==> config.mk <==
export PLATFORM = sky130hd
export DESIGN_NAME = ex_hazard_sequencer_flat
export DESIGN_NICKNAME = d
export VERILOG_FILES = /design/src/rtl/ex_hazard_sequencer_if.sv /design/src/rtl/ex_hazard_sequencer.sv /design/src/flat_wrapper.sv
export SDC_FILE = /design/constraint.sdc
export NUM_CORES = 1
export LEC_CHECK = 0
export CORE_ASPECT_RATIO = 1.75
export CORE_MARGIN = 10
export CORE_UTILIZATION = 23
export DETAILED_ROUTE_END_ITERATION = 12
export PLACE_DENSITY = 0.81
export SYNTH_ARGS = -nofsm -noshare
export SYNTH_HDL_FRONTEND = slang
export SYNTH_SLANG_ARGS = --single-unit
export TNS_END_PERCENT = 10
==> constraint.sdc <==
create_clock -name clk -period 2.2 [get_ports clk]
set_input_delay 0.44 -clock clk [delete_from_list [all_inputs] [get_ports clk]]
set_output_delay 0.44 -clock clk [all_outputs]
set_load 0.02 [all_outputs]
==> src/rtl/ex_hazard_sequencer_if.sv <==
// Hazard-control bundle between the pipeline datapath and the EX sequencer.
// The sequencer takes the slave side; the datapath drives the master side.
interface ex_hazard_sequencer_if #(
  parameter int DATA_W = 32,
  parameter int REG_W  = 5
);
  logic [REG_W-1:0]  IF_ID_rs1;
  logic [REG_W-1:0]  IF_ID_rs2;
  logic [REG_W-1:0]  ID_EX_rd;
  logic              ID_EX_MemRead;
  logic              old_branch;
  logic              branch_result;
  logic              old_predict;
  logic [DATA_W-1:0] old_pc;
  logic              md_op;
  logic              md_done;
  logic              mem_busy;
  logic              md_go;
  logic              pc_stall;
  logic              IF_ID_stall;
  logic              IF_ID_flush;
  logic              ID_EX_stall;
  logic              ID_EX_flush;
  logic              EX_MEM_stall;
  logic              EX_MEM_flush;
  logic              redirect_valid;
  logic [DATA_W-1:0] redirect_pc;

  modport master (
    output IF_ID_rs1, IF_ID_rs2, ID_EX_rd,
    output ID_EX_MemRead, old_branch,
    output branch_result, old_predict,
    output old_pc, md_op, md_done, mem_busy,
    input  md_go, pc_stall,
    input  IF_ID_stall, IF_ID_flush,
    input  ID_EX_stall, ID_EX_flush,
    input  EX_MEM_stall, EX_MEM_flush,
    input  redirect_valid, redirect_pc
  );

  modport slave (
    input  IF_ID_rs1, IF_ID_rs2, ID_EX_rd,
    input  ID_EX_MemRead, old_branch,
    input  branch_result, old_predict,
    input  old_pc, md_op, md_done, mem_busy,
    output md_go, pc_stall,
    output IF_ID_stall, IF_ID_flush,
    output ID_EX_stall, ID_EX_flush,
    output EX_MEM_stall, EX_MEM_flush,
    output redirect_valid, redirect_pc
  );
endinterface

==> src/rtl/ex_hazard_sequencer.sv <==
// EX-stage hazard sequencer: load-use, mispredict, MUL/DIV and mem waits.
// Optional perf counters enabled by macro HAZARD_PERF_CNT_EN.
module ex_hazard_sequencer #(
  parameter int DATA_W = 32,
  parameter int REG_W  = 5
) (
  input  logic clk,
  input  logic rst,
  ex_hazard_sequencer_if.slave bus
`ifdef HAZARD_PERF_CNT_EN
  ,
  output logic [31:0] perf_loaduse,
  output logic [31:0] perf_mispredict,
  output logic [31:0] perf_md_cycles
`endif
);

  typedef enum logic [1:0] {
    RUN,
    MD_BUSY,
    MD_DONE
  } state_t;

  state_t r_state;
  state_t w_state_nxt;
  logic   r_done;
  logic   w_done_nxt;

  logic [REG_W-1:0]  w_rd;
  logic [DATA_W-1:0] w_pc;
  logic              w_mispredict;
  logic              w_loaduse;
  logic              w_lu_fire;

  assign w_rd = bus.ID_EX_rd;
  assign w_pc = bus.old_pc;

  assign w_mispredict = bus.old_branch &
    (bus.branch_result != bus.old_predict);

  assign w_loaduse = bus.ID_EX_MemRead &
    (w_rd != '0) &
    ((w_rd == bus.IF_ID_rs1) |
     (w_rd == bus.IF_ID_rs2));

  always_ff @(posedge clk or posedge rst) begin
    if (rst) begin
      r_state <= RUN;
      r_done  <= 1'b0;
    end else begin
      r_state <= w_state_nxt;
      r_done  <= w_done_nxt;
    end
  end

  always_comb begin
    w_state_nxt        = r_state;
    w_done_nxt         = r_done;
    w_lu_fire          = 1'b0;
    bus.md_go          = 1'b0;
    bus.pc_stall       = 1'b0;
    bus.IF_ID_stall    = 1'b0;
    bus.IF_ID_flush    = 1'b0;
    bus.ID_EX_stall    = 1'b0;
    bus.ID_EX_flush    = 1'b0;
    bus.EX_MEM_stall   = 1'b0;
    bus.EX_MEM_flush   = 1'b0;
    bus.redirect_valid = 1'b0;
    bus.redirect_pc    = '0;
    // Outputs are forced low for the whole time rst is held.
    if (!rst) begin
      if (bus.mem_busy) begin
        bus.pc_stall     = 1'b1;
        bus.IF_ID_stall  = 1'b1;
        bus.ID_EX_stall  = 1'b1;
        bus.EX_MEM_stall = 1'b1;
        if (r_state == MD_BUSY && bus.md_done)
          w_done_nxt = 1'b1;
      end else if (r_state == MD_BUSY) begin
        bus.pc_stall     = 1'b1;
        bus.IF_ID_stall  = 1'b1;
        bus.ID_EX_stall  = 1'b1;
        bus.EX_MEM_flush = 1'b1;
        if (bus.md_done || r_done) begin
          w_state_nxt = MD_DONE;
          w_done_nxt  = 1'b0;
        end
      end else if (w_mispredict) begin
        bus.redirect_valid = 1'b1;
        bus.redirect_pc    = w_pc;
        bus.IF_ID_flush    = 1'b1;
        bus.ID_EX_flush    = 1'b1;
        w_state_nxt        = RUN;
      end else if (r_state == RUN && bus.md_op) begin
        bus.md_go        = 1'b1;
        bus.pc_stall     = 1'b1;
        bus.IF_ID_stall  = 1'b1;
        bus.ID_EX_stall  = 1'b1;
        bus.EX_MEM_flush = 1'b1;
        w_state_nxt      = MD_BUSY;
      end else begin
        if (w_loaduse) begin
          w_lu_fire       = 1'b1;
          bus.pc_stall    = 1'b1;
          bus.IF_ID_stall = 1'b1;
          bus.ID_EX_flush = 1'b1;
        end
        w_state_nxt = RUN;
      end
    end
  end

`ifdef HAZARD_PERF_CNT_EN
  logic w_md_cnt;

  assign w_md_cnt = (r_state == MD_BUSY) | bus.md_go;

  always_ff @(posedge clk or posedge rst) begin
    if (rst) begin
      perf_loaduse    <= '0;
      perf_mispredict <= '0;
      perf_md_cycles  <= '0;
    end else begin
      if (w_lu_fire)
        perf_loaduse <= perf_loaduse + 32'd1;
      if (bus.redirect_valid)
        perf_mispredict <= perf_mispredict + 32'd1;
      if (w_md_cnt)
        perf_md_cycles <= perf_md_cycles + 32'd1;
    end
  end
`else
  logic w_unused;
  assign w_unused = w_lu_fire;
`endif

endmodule

==> src/flat_wrapper.sv <==
// flat-port wrapper written by rule: the top's interface ports become plain ports
module ex_hazard_sequencer_flat 
#(
  parameter int DATA_W = 32,
  parameter int REG_W  = 5
)
  (clk, rst, bus_IF_ID_rs1, bus_IF_ID_rs2, bus_ID_EX_rd, bus_ID_EX_MemRead, bus_old_branch, bus_branch_result, bus_old_predict, bus_old_pc, bus_md_op, bus_md_done, bus_mem_busy, bus_md_go, bus_pc_stall, bus_IF_ID_stall, bus_IF_ID_flush, bus_ID_EX_stall, bus_ID_EX_flush, bus_EX_MEM_stall, bus_EX_MEM_flush, bus_redirect_valid, bus_redirect_pc);
  ex_hazard_sequencer_if #(.DATA_W(DATA_W), .REG_W(REG_W)) bus_i ();
  input  logic clk;
  input  logic rst;
  input wire logic [$bits(bus_i.IF_ID_rs1)-1:0] bus_IF_ID_rs1;
  input wire logic [$bits(bus_i.IF_ID_rs2)-1:0] bus_IF_ID_rs2;
  input wire logic [$bits(bus_i.ID_EX_rd)-1:0] bus_ID_EX_rd;
  input wire logic [$bits(bus_i.ID_EX_MemRead)-1:0] bus_ID_EX_MemRead;
  input wire logic [$bits(bus_i.old_branch)-1:0] bus_old_branch;
  input wire logic [$bits(bus_i.branch_result)-1:0] bus_branch_result;
  input wire logic [$bits(bus_i.old_predict)-1:0] bus_old_predict;
  input wire logic [$bits(bus_i.old_pc)-1:0] bus_old_pc;
  input wire logic [$bits(bus_i.md_op)-1:0] bus_md_op;
  input wire logic [$bits(bus_i.md_done)-1:0] bus_md_done;
  input wire logic [$bits(bus_i.mem_busy)-1:0] bus_mem_busy;
  output wire logic [$bits(bus_i.md_go)-1:0] bus_md_go;
  output wire logic [$bits(bus_i.pc_stall)-1:0] bus_pc_stall;
  output wire logic [$bits(bus_i.IF_ID_stall)-1:0] bus_IF_ID_stall;
  output wire logic [$bits(bus_i.IF_ID_flush)-1:0] bus_IF_ID_flush;
  output wire logic [$bits(bus_i.ID_EX_stall)-1:0] bus_ID_EX_stall;
  output wire logic [$bits(bus_i.ID_EX_flush)-1:0] bus_ID_EX_flush;
  output wire logic [$bits(bus_i.EX_MEM_stall)-1:0] bus_EX_MEM_stall;
  output wire logic [$bits(bus_i.EX_MEM_flush)-1:0] bus_EX_MEM_flush;
  output wire logic [$bits(bus_i.redirect_valid)-1:0] bus_redirect_valid;
  output wire logic [$bits(bus_i.redirect_pc)-1:0] bus_redirect_pc;
  assign bus_i.IF_ID_rs1 = bus_IF_ID_rs1;
  assign bus_i.IF_ID_rs2 = bus_IF_ID_rs2;
  assign bus_i.ID_EX_rd = bus_ID_EX_rd;
  assign bus_i.ID_EX_MemRead = bus_ID_EX_MemRead;
  assign bus_i.old_branch = bus_old_branch;
  assign bus_i.branch_result = bus_branch_result;
  assign bus_i.old_predict = bus_old_predict;
  assign bus_i.old_pc = bus_old_pc;
  assign bus_i.md_op = bus_md_op;
  assign bus_i.md_done = bus_md_done;
  assign bus_i.mem_busy = bus_mem_busy;
  assign bus_md_go = bus_i.md_go;
  assign bus_pc_stall = bus_i.pc_stall;
  assign bus_IF_ID_stall = bus_i.IF_ID_stall;
  assign bus_IF_ID_flush = bus_i.IF_ID_flush;
  assign bus_ID_EX_stall = bus_i.ID_EX_stall;
  assign bus_ID_EX_flush = bus_i.ID_EX_flush;
  assign bus_EX_MEM_stall = bus_i.EX_MEM_stall;
  assign bus_EX_MEM_flush = bus_i.EX_MEM_flush;
  assign bus_redirect_valid = bus_i.redirect_valid;
  assign bus_redirect_pc = bus_i.redirect_pc;
  ex_hazard_sequencer #(.DATA_W(DATA_W), .REG_W(REG_W)) u_core (.clk(clk), .rst(rst), .bus(bus_i));
endmodule
==> impl_metrics.ini, run 1 <==
[sta]
setup_viol = 0
max_freq_mhz = 462.2
timing.final.crit_share = 0.9835
slew_viol_final = 0
post-route-min-period_ns = 2.164
tightest_slew_ns = 0.2923
slew_headroom = 0.8026
skew_ns = 0.002753
tns_ns = 0
report.final.hold_viol_count = 0

[worst_setup_path]
worstPathArrival_ns = 1.72
crit_family = simple AND/OR/NAND/NOR gates
required_ns = 1.76
critPathKind = in2out
worst-path-max-fanout = 3
crit_path_max_incr_delay_ns = 0.49
cp_cell_sequence = dlygate4sd2_1 > or4_4 > o21ai_2 > nand3b_1 > o22ai_2 > buf_6
crit_buf_inv = 2
start_kind = primary input
crit_path_end_kind = output pin
crit_slowest_cell = or4_4

[floorplan]
core-area_um2 = 2690
fp-row-count = 25
dieArea_um2 = 5356
boundaryPins = 97
initial_utilization = 0.2367
fp.dieW_um = 59.78
die_y_um = 89.61

[cts]
cts_tree = yes
numClockSinks = 3
cts_buffer_depth = 2
root_buffer = clkbuf_8
cts.clk_slew.worst_paths_ns = 0.03
cts_buffers = 3
ctsHoldBuffers = 0
insertion_delay_ns = 0.22
htreeDepth = 1

[layout]
num-fill-cells = 235
area_delta_synth_final_pct = 195.5
post_route_cells_drive_above_1_share = 0.4925
nNetsFinal = 258
antenna_cells = 0
regArea_um2 = 75.07
final_cells = 228
multi_input_area_um2 = 578.1
final_cell_area_um2 = 1882

[logic_synthesis]
ys.warnings.count = 0
netlist_area_um2 = 636.9
synthCells = 86
yosysSeqAreaShare = 0.1179
avgSynthCellArea_um2 = 7.405
synth-seq-cells = 3
synth.distinct_cells = 27
synthesis.nets = 142

[hold_path]
min_path_type = in2async

[global_route]
grt_overflow = 0
grt_start_max_net_pins = 7
grtUsageTotal = 0.1429
grt_pass1_wl_um = 5865
first_global_vias = 1202
antenna_found_initial = 0

[power_and_ir_drop]
power_density_nw_per_um2 = 359.5
ir_drop_v = 0.0002684
p_leak_nw = 0.8946

[placement]
place_inst = 217
placed_cell_area_um2 = 1683
numPortBuffers = 96
detailed_place_hpwl_um = 3306
gp_congestion = 0.8005

[drt]
ant_nets = 0
vias = 1065
dr.pass1.iters = 3
wl_per_cell_um = 18.02
vias_per_cell = 4.671
drc_errors = 0
drt-initial-drc-count = 6
routed_wl_um = 4108

[outcome]
outcome = completed

[job]
drv_cap = 0
-- placed cells by master (no fill, tap or decap), drive strengths merged --
master         instances
or2                    1
and2                  33
a21oi                  1
nand2                  4
dlymetal6s2s           2
buf                   57
o41ai                  1
inv                    2
nand3b                 1
or3                    1
dlygate4sd2            5
a311oi                 1
o21bai                 1
nor3                   4
a31oi                  1
clkdlybuf4s50         45
or4                    1
clkbuf                 6
nor4                   1
o211ai                 1
xor2                  11
a22oi                  1
clkdlybuf4s15          6
o21ai                  2
and2b                  1
dfrtp                  3
nor2                   7
o22ai                  1
-- synth_stat cells (all sizes together) --
master	n	area (um^2)
nor4	1	6.260
xor2	11	96.34
nand2	4	15.01
o22ai	1	6.260
dfrtp	3	75.07
or2	1	6.260
a22oi	1	7.510
buf	6	53.79
nand3b	1	7.510
a311oi	1	8.760
or4	1	7.510
nor3	4	31.28
inv	2	7.510
or3	1	6.260
and2b	1	8.760
o21ai	2	10.01
o21bai	1	7.510
a31oi	1	6.260
a21oi	1	5.000
o211ai	1	7.510
o41ai	1	8.760
and2	33	221.5
nor2	7	26.28
-- worst reg2reg max path, cell delays in order (launching register included) --
cell and delay [ns]:
dfrtp_1 0.40, inv_1 0.08, nor2_1 0.24, buf_4 0.17, a31oi_1 0.08, a21oi_1 0.11
-- path summary, 6_finish.rpt --
path | to | slack (ns) | startpoint | cells after the start
max | bus_IF_ID_stall | 0.04 | bus_ID_EX_rd[3] | 6
min | u_core.r_state[1] | 0.48 | rst | 4
min in group clk | u_core.r_state[0] | 0.55 | bus_md_op | 3
max reg2reg | u_core.r_done | 1.04 | u_core.r_state[0] | 5
min reg2reg | u_core.r_state[0] | 0.55 | u_core.r_state[0] | 1
max in group asynchronous | u_core.r_state[0] | 1.62 | rst | 4
-- timing repair --
| item | 4_1_cts | 5_1_grt |
|---|---|---|
| cloned | 4 | 0 |
| endpoints found under the setup margin | 41 | 39 |
| pin swaps | 7 | 11 |
| setup buffers | 2 | 1 |
| resized for setup | 239 | 34 |
-- sequential cells by signal, summed over array words and instances (netlist names) --
name / flops
u_core.r_state: 2
u_core.r_done: 1
-- layer usage --
layer  GRT usage  share of wire  up-vias
li1            -              -      507
met1      0.1108           0.27      479
met2      0.2791           0.58       72
met5           0              0        -
met3     0.06197           0.12        7
met4     0.07172          0.026        0
-- logic make-up after synthesis --
logic type / Yosys count / synth area share
AO/OA/AOI/OAI: 10 / 0.1061
XOR/XNOR: 11 / 0.1513
buffers and inverters: 8 / 0.09625
flip-flops: 3 / 0.1179
AND/OR/NAND/NOR: 54 / 0.5285
-- final cells by class --
type | instances | area share
well taps | 27 | 0.01795
flip-flops and latches | 3 | 0.03989
repair buffers | 117 | 0.6071
clock buffers | 4 | 0.02394
multi-input cells | 75 | 0.3072
inverters | 2 | 0.003989
-- power by group --
part,internal [W],total (W),switching [W]
Combinational,0.000236,0.000409,0.000173
Clock,0.000124,0.000168,0.0000436
Sequential,0.0000772,0.0000994,0.0000222
-- through the flow --
stage | util | hold WS [ns] | power, W | setup slack (ns)
floorplan | - | 0.2106 | 0.0002479 | 0.1121
finish | 0.6995 | 0.4814 | 0.0006765 | 0.03621
global route | 0.6995 | 0.5040 | 0.0007258 | -0.02470
global placement | 0.6256 | 0.5231 | 0.0004516 | -0.6498
detailed placement | 0.6256 | 0.5452 | 0.0004631 | -0.7044
CTS | 0.6684 | 0.4789 | 0.0006574 | 0.003512
Note: power is estimated with default switching activity, not from simulation.
==> inputs of run 2 (changes only) <==
--- a/config.mk
+++ b/config.mk
@@ -9,6 +9,7 @@
 export CORE_MARGIN = 10
 export CORE_UTILIZATION = 23
 export DETAILED_ROUTE_END_ITERATION = 12
+export HOLD_SLACK_MARGIN = 0.15
 export PLACE_DENSITY = 0.81
 export SYNTH_ARGS = -nofsm -noshare
 export SYNTH_HDL_FRONTEND = slang
==> results of run 2 <==
Same layout as run 1: the final DEF is identical, and so are final timing and power.
